`config.mk`:
```
export PLATFORM = sky130hd
export DESIGN_NAME = tx_gearbox_66to32
export DESIGN_NICKNAME = d
export VERILOG_FILES = /design/src/rtl/aurora_pkg.sv /design/src/rtl/tx_gbox_shifter.sv /design/src/rtl/tx_gearbox_66to32.sv
export SDC_FILE = /design/constraint.sdc
export NUM_CORES = 1
export LEC_CHECK = 0
export CAP_MARGIN = 5
export CORE_MARGIN = 4
export CORE_UTILIZATION = 30
export CTS_CLUSTER_SIZE = 10
export DETAILED_ROUTE_END_ITERATION = 7
export GPL_TIMING_DRIVEN = 0
export PLACE_DENSITY = 0.49
export SLEW_MARGIN = 20
export SYNTH_ARGS = -nofsm -noshare
export SYNTH_HDL_FRONTEND = slang
export SYNTH_SLANG_ARGS = --single-unit
```
`constraint.sdc`:
```
create_clock -name clk_i -period 4.63 [get_ports clk_i]
set_clock_uncertainty 0.05 [all_clocks]
set_input_delay 0.926 -clock clk_i [delete_from_list [all_inputs] [get_ports clk_i]]
set_output_delay 0.926 -clock clk_i [all_outputs]
set_load 0.005 [all_outputs]
```
`src/rtl/aurora_pkg.sv`:
```
// Shared constants and types for the RD53B Aurora 64b/66b transmit path.
package aurora_pkg;

  localparam int unsigned BLOCK_W = 66;
  localparam int unsigned WORD_W  = 32;
  // Holding register: up to 31 leftover bits plus one full block.
  localparam int unsigned BUF_W   = 98;

  localparam logic [1:0] HDR_DATA = 2'b01;
  localparam logic [1:0] HDR_CTRL = 2'b10;

  typedef logic [BLOCK_W-1:0] block_t;

endpackage

```
`src/rtl/tx_gbox_shifter.sv`:
```
// Next-state datapath of the 66-to-32 gearbox: drops an emitted word from
// the top of the left-aligned holding register and appends an accepted block
// directly behind the bits that remain.
module tx_gbox_shifter
  import aurora_pkg::*;
(
  input  logic [BUF_W-1:0] buf_i,
  input  logic [6:0]       fill_i,
  input  logic             emit_i,
  input  logic             accept_i,
  input  block_t           block_i,
  output logic [BUF_W-1:0] buf_o,
  output logic [6:0]       fill_o
);

  logic [7:0]       w_base;
  logic [BUF_W-1:0] w_shifted;
  logic [BUF_W-1:0] w_insert;

  // Shift out the emitted word, then place the new block at the post-shift fill point.
  always_comb begin
    w_base    = {1'b0, fill_i} - (emit_i ? 8'd32 : 8'd0);
    w_shifted = emit_i ? (buf_i << WORD_W) : buf_i;
    w_insert  = '0;
    // Accept implies w_base < 32, so the block always fits below bit 97.
    if (accept_i) begin
      w_insert = {block_i, {(BUF_W-BLOCK_W){1'b0}}} >> w_base;
    end
    buf_o  = w_shifted | w_insert;
    fill_o = 7'(w_base + (accept_i ? 8'd66 : 8'd0));
  end

endmodule

```
`src/rtl/tx_gearbox_66to32.sv`:
```
// Transmit gearbox: 66-bit blocks in via valid/ready, 32-bit words out
// MSB-first on every word clock once enough bits are buffered.
module tx_gearbox_66to32
  import aurora_pkg::BUF_W;
#(
  parameter int unsigned WORD_W  = 32,
  parameter int unsigned BLOCK_W = 66
) (
  input  logic               clk_i,
  input  logic               rst_i,
  input  logic [BLOCK_W-1:0] block_i,
  input  logic               block_valid_i,
  output logic               block_ready_o,
  output logic [WORD_W-1:0]  word_o,
  output logic               word_valid_o,
  output logic               underrun_o,
  output logic [6:0]         fill_o
);

  logic [BUF_W-1:0]  r_hold;
  logic [6:0]        r_fill;
  logic              r_started;
  logic [WORD_W-1:0] r_word;
  logic              r_word_valid;
  logic              r_underrun;

  logic [BUF_W-1:0]  w_hold_next;
  logic [6:0]        w_fill_next;
  logic              w_emit;
  logic              w_accept;
  logic              w_ready;

  // Handshake and emit decisions depend only on the registered fill level.
  always_comb begin
    w_ready  = (r_fill < 7'd64);
    w_emit   = (r_fill >= 7'd32);
    w_accept = block_valid_i && w_ready;
  end

  tx_gbox_shifter u_shifter (
    .buf_i    (r_hold),
    .fill_i   (r_fill),
    .emit_i   (w_emit),
    .accept_i (w_accept),
    .block_i  (block_i),
    .buf_o    (w_hold_next),
    .fill_o   (w_fill_next)
  );

  // Holding register, fill level, output word and underrun tracking.
  always_ff @(posedge clk_i or posedge rst_i) begin
    if (rst_i) begin
      r_hold       <= '0;
      r_fill       <= '0;
      r_started    <= 1'b0;
      r_word       <= '0;
      r_word_valid <= 1'b0;
      r_underrun   <= 1'b0;
    end else begin
      r_hold       <= w_hold_next;
      r_fill       <= w_fill_next;
      r_word_valid <= w_emit;
      r_underrun   <= !w_emit && r_started;
      if (w_emit) begin
        r_word    <= r_hold[BUF_W-1 -: WORD_W];
        r_started <= 1'b1;
      end
    end
  end

  assign block_ready_o = w_ready;
  assign word_o        = r_word;
  assign word_valid_o  = r_word_valid;
  assign underrun_o    = r_underrun;
  assign fill_o        = r_fill;

endmodule

```
# Word level (Yosys, flattened, before mapping)
# Cells that the tools add are included.
[word_totals]
in_bits = 69
regBits = 140
out_inout_bits = 42
[classes]
bitwise = 1
magnitude_cmp = 2
reduce_logical = 3
n_mux = 4
n_shift = 1
addsub = 2
[op_table]
columns = ["cell", "count"]
rows = [
  ["$mux 98", 2],
  ["$or 98x98->98", 1],
  ["$shr 98x8->98", 1],
  ["$sub 7x6->8", 1],
  ["$add 7x7->7", 1],
  ["$ge 7x6->1 const B", 1],
  ["$lt 7x7->1 const B", 1],
  ["$mux 7", 1],
  ["$mux 6", 1],
  ["$logic_and 1x1->1", 2],
  ["$logic_not 1->1", 1],
]

# Logic depth before layout (Yosys ltp)
[depth]
word_depth = 6
mapped_depth = 8
depth_no_buf = 6

# Cells and area by module
# From an unflattened synthesis, not the netlist that was laid out.
[unflattened]
cells_unflattened = 1151
area_unflattened_um2 = 11568.6
[by_module_without_submodules]
columns = ["mod", "cells_per_inst", "area_each_um2", "n_inst", "seq_area_each_um2"]
rows = [
  ["tx_gbox_shifter", 969, 7617.3, 1, 0.0],
  ["tx_gearbox_66to32", 182, 3951.3, 1, 3503.4],
]

# Least setup slack after synthesis
# OpenSTA, ideal clock, no wires.
[synth_path]
path_kind = "input to register"
start = "input block_i[49]"
end = "register r_hold[73]"
slack_ns = 2.442
setup_time_ns = 0.126
path_stages = 3
n_path_buf = 0
t_required_ns = 4.454
arrival_time_ns = 2.012
cell_sequence = "mux2_1 -> mux4_2 -> a221o_1"
[synth_via]
elab_chain_len = 3
[synth_lines]
columns = ["element", "line_no", "rtl"]
rows = [
  ["start, declared", "tx_gearbox_66to32.sv:11", "input logic [BLOCK_W-1:0] block_i,"],
  ["$shr 98x8->98", "tx_gbox_shifter.sv:27", "w_insert = {block_i, {(BUF_W-BLOCK_W){1'b0}}} >> w_base;"],
  ["$mux 98", "tx_gbox_shifter.sv:26", "if (accept_i) begin"],
  ["$or 98x98->98", "tx_gbox_shifter.sv:29", "buf_o = w_shifted | w_insert;"],
  ["via u_shifter.buf_o[73]", "tx_gbox_shifter.sv:12", "output logic [BUF_W-1:0] buf_o,"],
  ["end signal, assigned", "tx_gearbox_66to32.sv:60", "r_hold <= w_hold_next;"],
  ["end, declared", "tx_gearbox_66to32.sv:20", "logic [BUF_W-1:0] r_hold;"],
]
# The timed path passes the listed nets, and every way through them passes these cells.
# A chain may end at the register's enable or synchronous reset.

# Worst setup path in the final report
[layout_path]
start = "input block_valid_i"
end = "register r_hold[79]"
[layout_via]
elab_chain_len = 3
[layout_lines]
columns = ["element", "line_no", "rtl"]
rows = [
  ["start, declared", "tx_gearbox_66to32.sv:12", "input logic block_valid_i,"],
  ["$logic_and 1x1->1", "tx_gearbox_66to32.sv:37", "w_accept = block_valid_i && w_ready;"],
  ["$mux 98", "tx_gbox_shifter.sv:26", ""],
  ["$or 98x98->98", "tx_gbox_shifter.sv:29", ""],
  ["via u_shifter.buf_o[79]", "tx_gbox_shifter.sv:12", ""],
]
# The timed path passes the listed nets, and every way through them passes these cells.

==> reports/metrics.yaml <==
worst_setup_path:
  crit_top_cell: "clkbuf_1"
  arrival_ns: 3.50
  crit_type: "in2reg"
  cp-start-kind: "input pin"
  max_stage_delay_ns: 0.59
  path_buf_inv: 4
  path_max_fanout: 10
  crit_family: "buffers and inverters"
  cp_slowest_cell: "clkbuf_1"
  worstSetupEndpointType: "register"
  worstPathRequired_ns: 4.86
  ff2ff_setup_slack_ns: 1.59
  crit_chain: "clkdlybuf4s50_1 -> or3b_1 -> clkbuf_1 -> clkbuf_1 -> clkbuf_1 -> o221ai_1"
clocking:
  hold_buffers: 0
  cts-root-buf: "clkbuf_16"
  cts_buffer_depth: 2
  clock_latency_ns: 0.45
  htreeDepth: 4
  clk_pin_slew_ns: 0.08
  cts_setup_buffers: 0
  clock_sinks: 139
  cts_buffers: 17
  cts.repair.resized: 0
  cts_tree: "done"
power_and_ir_drop:
  power.leakage_nw: 4.75
  power_mw: 8.95
  pwr-share-clk: 0.158
  irDropWorstVdd_mv: 0.360
  seq_power_share: 0.242
  p_sw_frac: 0.470
  p_switching_mw: 4.21
  internal_power_mw: 4.74
  p_per_area_mw_per_mm2: 806
  p_comb_frac: 0.600
timing:
  fin_crit_ns: 3.26
  relSlewSlack: 0.267
  layout_setup_ws_ns: 1.37
  tightest_slew_ns: 1.10
  setup_tns_ns: 0
  max_freq_ghz: 0.307
  final-max-slew-violation-count: 0
  holdWs_ns: 0.406
  finalHoldViolCount: 0
  fin_crit_sh: 0.704
  rsz0062_at_grt: "false"
  setup_viol_count_final: 0
die:
  die_h_um: 180
  core_area_mm2: 0.0289
  die-area_mm2: 0.0322
  io_pins: 111
  die_x_um: 180
  rows: 62
  start_util: 0.306
placement:
  portBuffers: 109
  pre_cts_slack_ns: 0.994
  dp.cells: 1377
  gp_congestion: 0.923
  hpwl_um: 29000
  dpl_cell_area_mm2: 0.0105
worst_hold_path:
  min_path_type: "reg2reg"
synthesis:
  synth.distinct_cells: 56
  synthCells: 879
  synth-edff-count: 0
  yosys_warnings: 0
  synth_area_mm2: 0.00882
  ys_seq_area_frac: 0.394
  synth_ff_type: "dfrtp_1"
  synth-seq-cells: 139
  ys_async_sr_fraction: 1.00
  synth_nets: 950
  avgSynthCellArea_um2: 10.0
grt:
  grt_pass1_wl_um: 56800
  grt_overflow: 0
  grt_usage: 0.234
  antenna_found_initial: 0
  grt_max_degree: 31
  grt_pass1_vias: 8391
detailed_routing:
  drt_wl_total_um: 38500
  viasPerCell: 5.72
  drt-initial-drc-count: 826
  num_vias: 8068
  routedWlPerCell_um: 27.3
  ant_nets: 0
  drc: 0
  drt_first_pass_iters: 5
flow_run:
  maxCapViolations: 0
finish:
  finalCoreUtilization: 0.385
  nNetsFinal: 1083
  most-common-layout-cells: "nand2_1 (153), dfrtp_1 (139), clkdlybuf4s50_1 (109)"
  fin_cells: 1410
  finalInstanceArea_mm2: 0.0111
  drive_above_1_share: 0.153
  layout_commonest_cell: "nand2_1"
  area_growth_pct: 25.8
run_status:
  status: "finished, final reports clean"
final timing paths:
| kind | from | to | cells after the start |
|---|---|---|---|
| max in group asynchronous | rst_i | r_hold[52]$_DFF_PP0_ | 4 |
| worst max-delay path | block_valid_i | r_hold[79]$_DFF_PP0_ | 6 |
| worst min register to register | r_started$_DFFE_PP0N_ | r_started$_DFFE_PP0N_ | 1 |
| min in group asynchronous | rst_i | word_o[27]$_DFFE_PP0N_ | 2 |
| worst max register to register | fill_o[6]$_DFF_PP0_ | r_hold[31]$_DFF_PP0_ | 6 |
| worst min-delay path | r_started$_DFFE_PP0N_ | r_started$_DFFE_PP0N_ | 1 |
cells by family (layout without fill, tap and decap cells):
kind of cell | Yosys count | in the layout | synth area share
muxes | 188 | 188 | 0.265
adders and majority gates | 2 | 2 | 0.00284
and+or+nand+nor | 287 | 287 | 0.143
other | 1 | 2 | 0.000425
AOI/OAI and AO/OA | 177 | 177 | 0.144
DFF | 139 | 139 | 0.394
xor gates and xnor gates | 3 | 3 | 0.00298
buffers and inverters | 82 | 228 | 0.0476
layer usage:
| metal | part of all wire | wire length (µm) | GRT usage |
|---|---|---|---|
| met5 | 0 | 0 | 0 |
| met1 | 0.44 | 17000 | 0.326 |
| met3 | 0.097 | 3730 | 0.0762 |
| met4 | 0.034 | 1310 | 0.0808 |
| met2 | 0.43 | 16400 | 0.343 |
Yosys cell counts, types with 7 or more instances:
library cell | n | share of area
nand2_1 | 153 | 0.065
dfrtp_1 | 139 | 0.39
mux2i_1 | 103 | 0.12
nor2_1 | 64 | 0.027
mux2_2 | 50 | 0.064
clkbuf_1 | 38 | 0.016
o22ai_1 | 37 | 0.026
o21ai_0 | 32 | 0.018
o221ai_1 | 31 | 0.031
mux4_2 | 30 | 0.077
and2_1 | 18 | 0.013
buf_2 | 15 | 0.0085
a221oi_1 | 12 | 0.012
nand2b_1 | 12 | 0.0085
a22o_1 | 11 | 0.011
buf_4 | 10 | 0.0085
nor2b_1 | 9 | 0.0064
o211ai_1 | 8 | 0.0068
a221o_1 | 7 | 0.0079
a22oi_1 | 7 | 0.0060
inv_1 | 7 | 0.0030
registers in the layout, indices dropped and copies added (netlist names):
register,count
fill_o,6
r_hold,98
underrun_o,1
word_o,32
r_started,1
word_valid_o,1
worst register-to-register path: cells and delay by family, from the launching register on:
kind                   cells  cell delay, ns
AO/OA/AOI/OAI              1            0.11
AND/OR/NAND/NOR            2            0.77
flip-flops                 1            0.40
buffers and inverters      3            1.63
final cells by class:
type	instances	area, µm²
Clock buffer	18	429
Tap cell	384	480
Clock inverter	14	153
Sequential cell	139	3480
Inverter	7	30.0
Fill cell	2935	17800
Antenna cell	1	2.50
Multi-Input combinational cell	658	4930
Timing Repair Buffer	114	1210
Buffer	75	394
power by group through the flow:
stage | Clock, mW | Sequential, mW | Combinational [mW]
6_report | 1.41 | 2.17 | 5.37
5_1_grt | 1.47 | 2.23 | 5.69
4_1_cts | 1.42 | 2.16 | 5.25
3_5_place_dp | 0 | 2.18 | 5.23
3_3_place_gp | 0 | 2.17 | 5.22
2_1_floorplan | 0 | 2.04 | 3.33
Note: power is estimated with default switching activity, not from simulation.
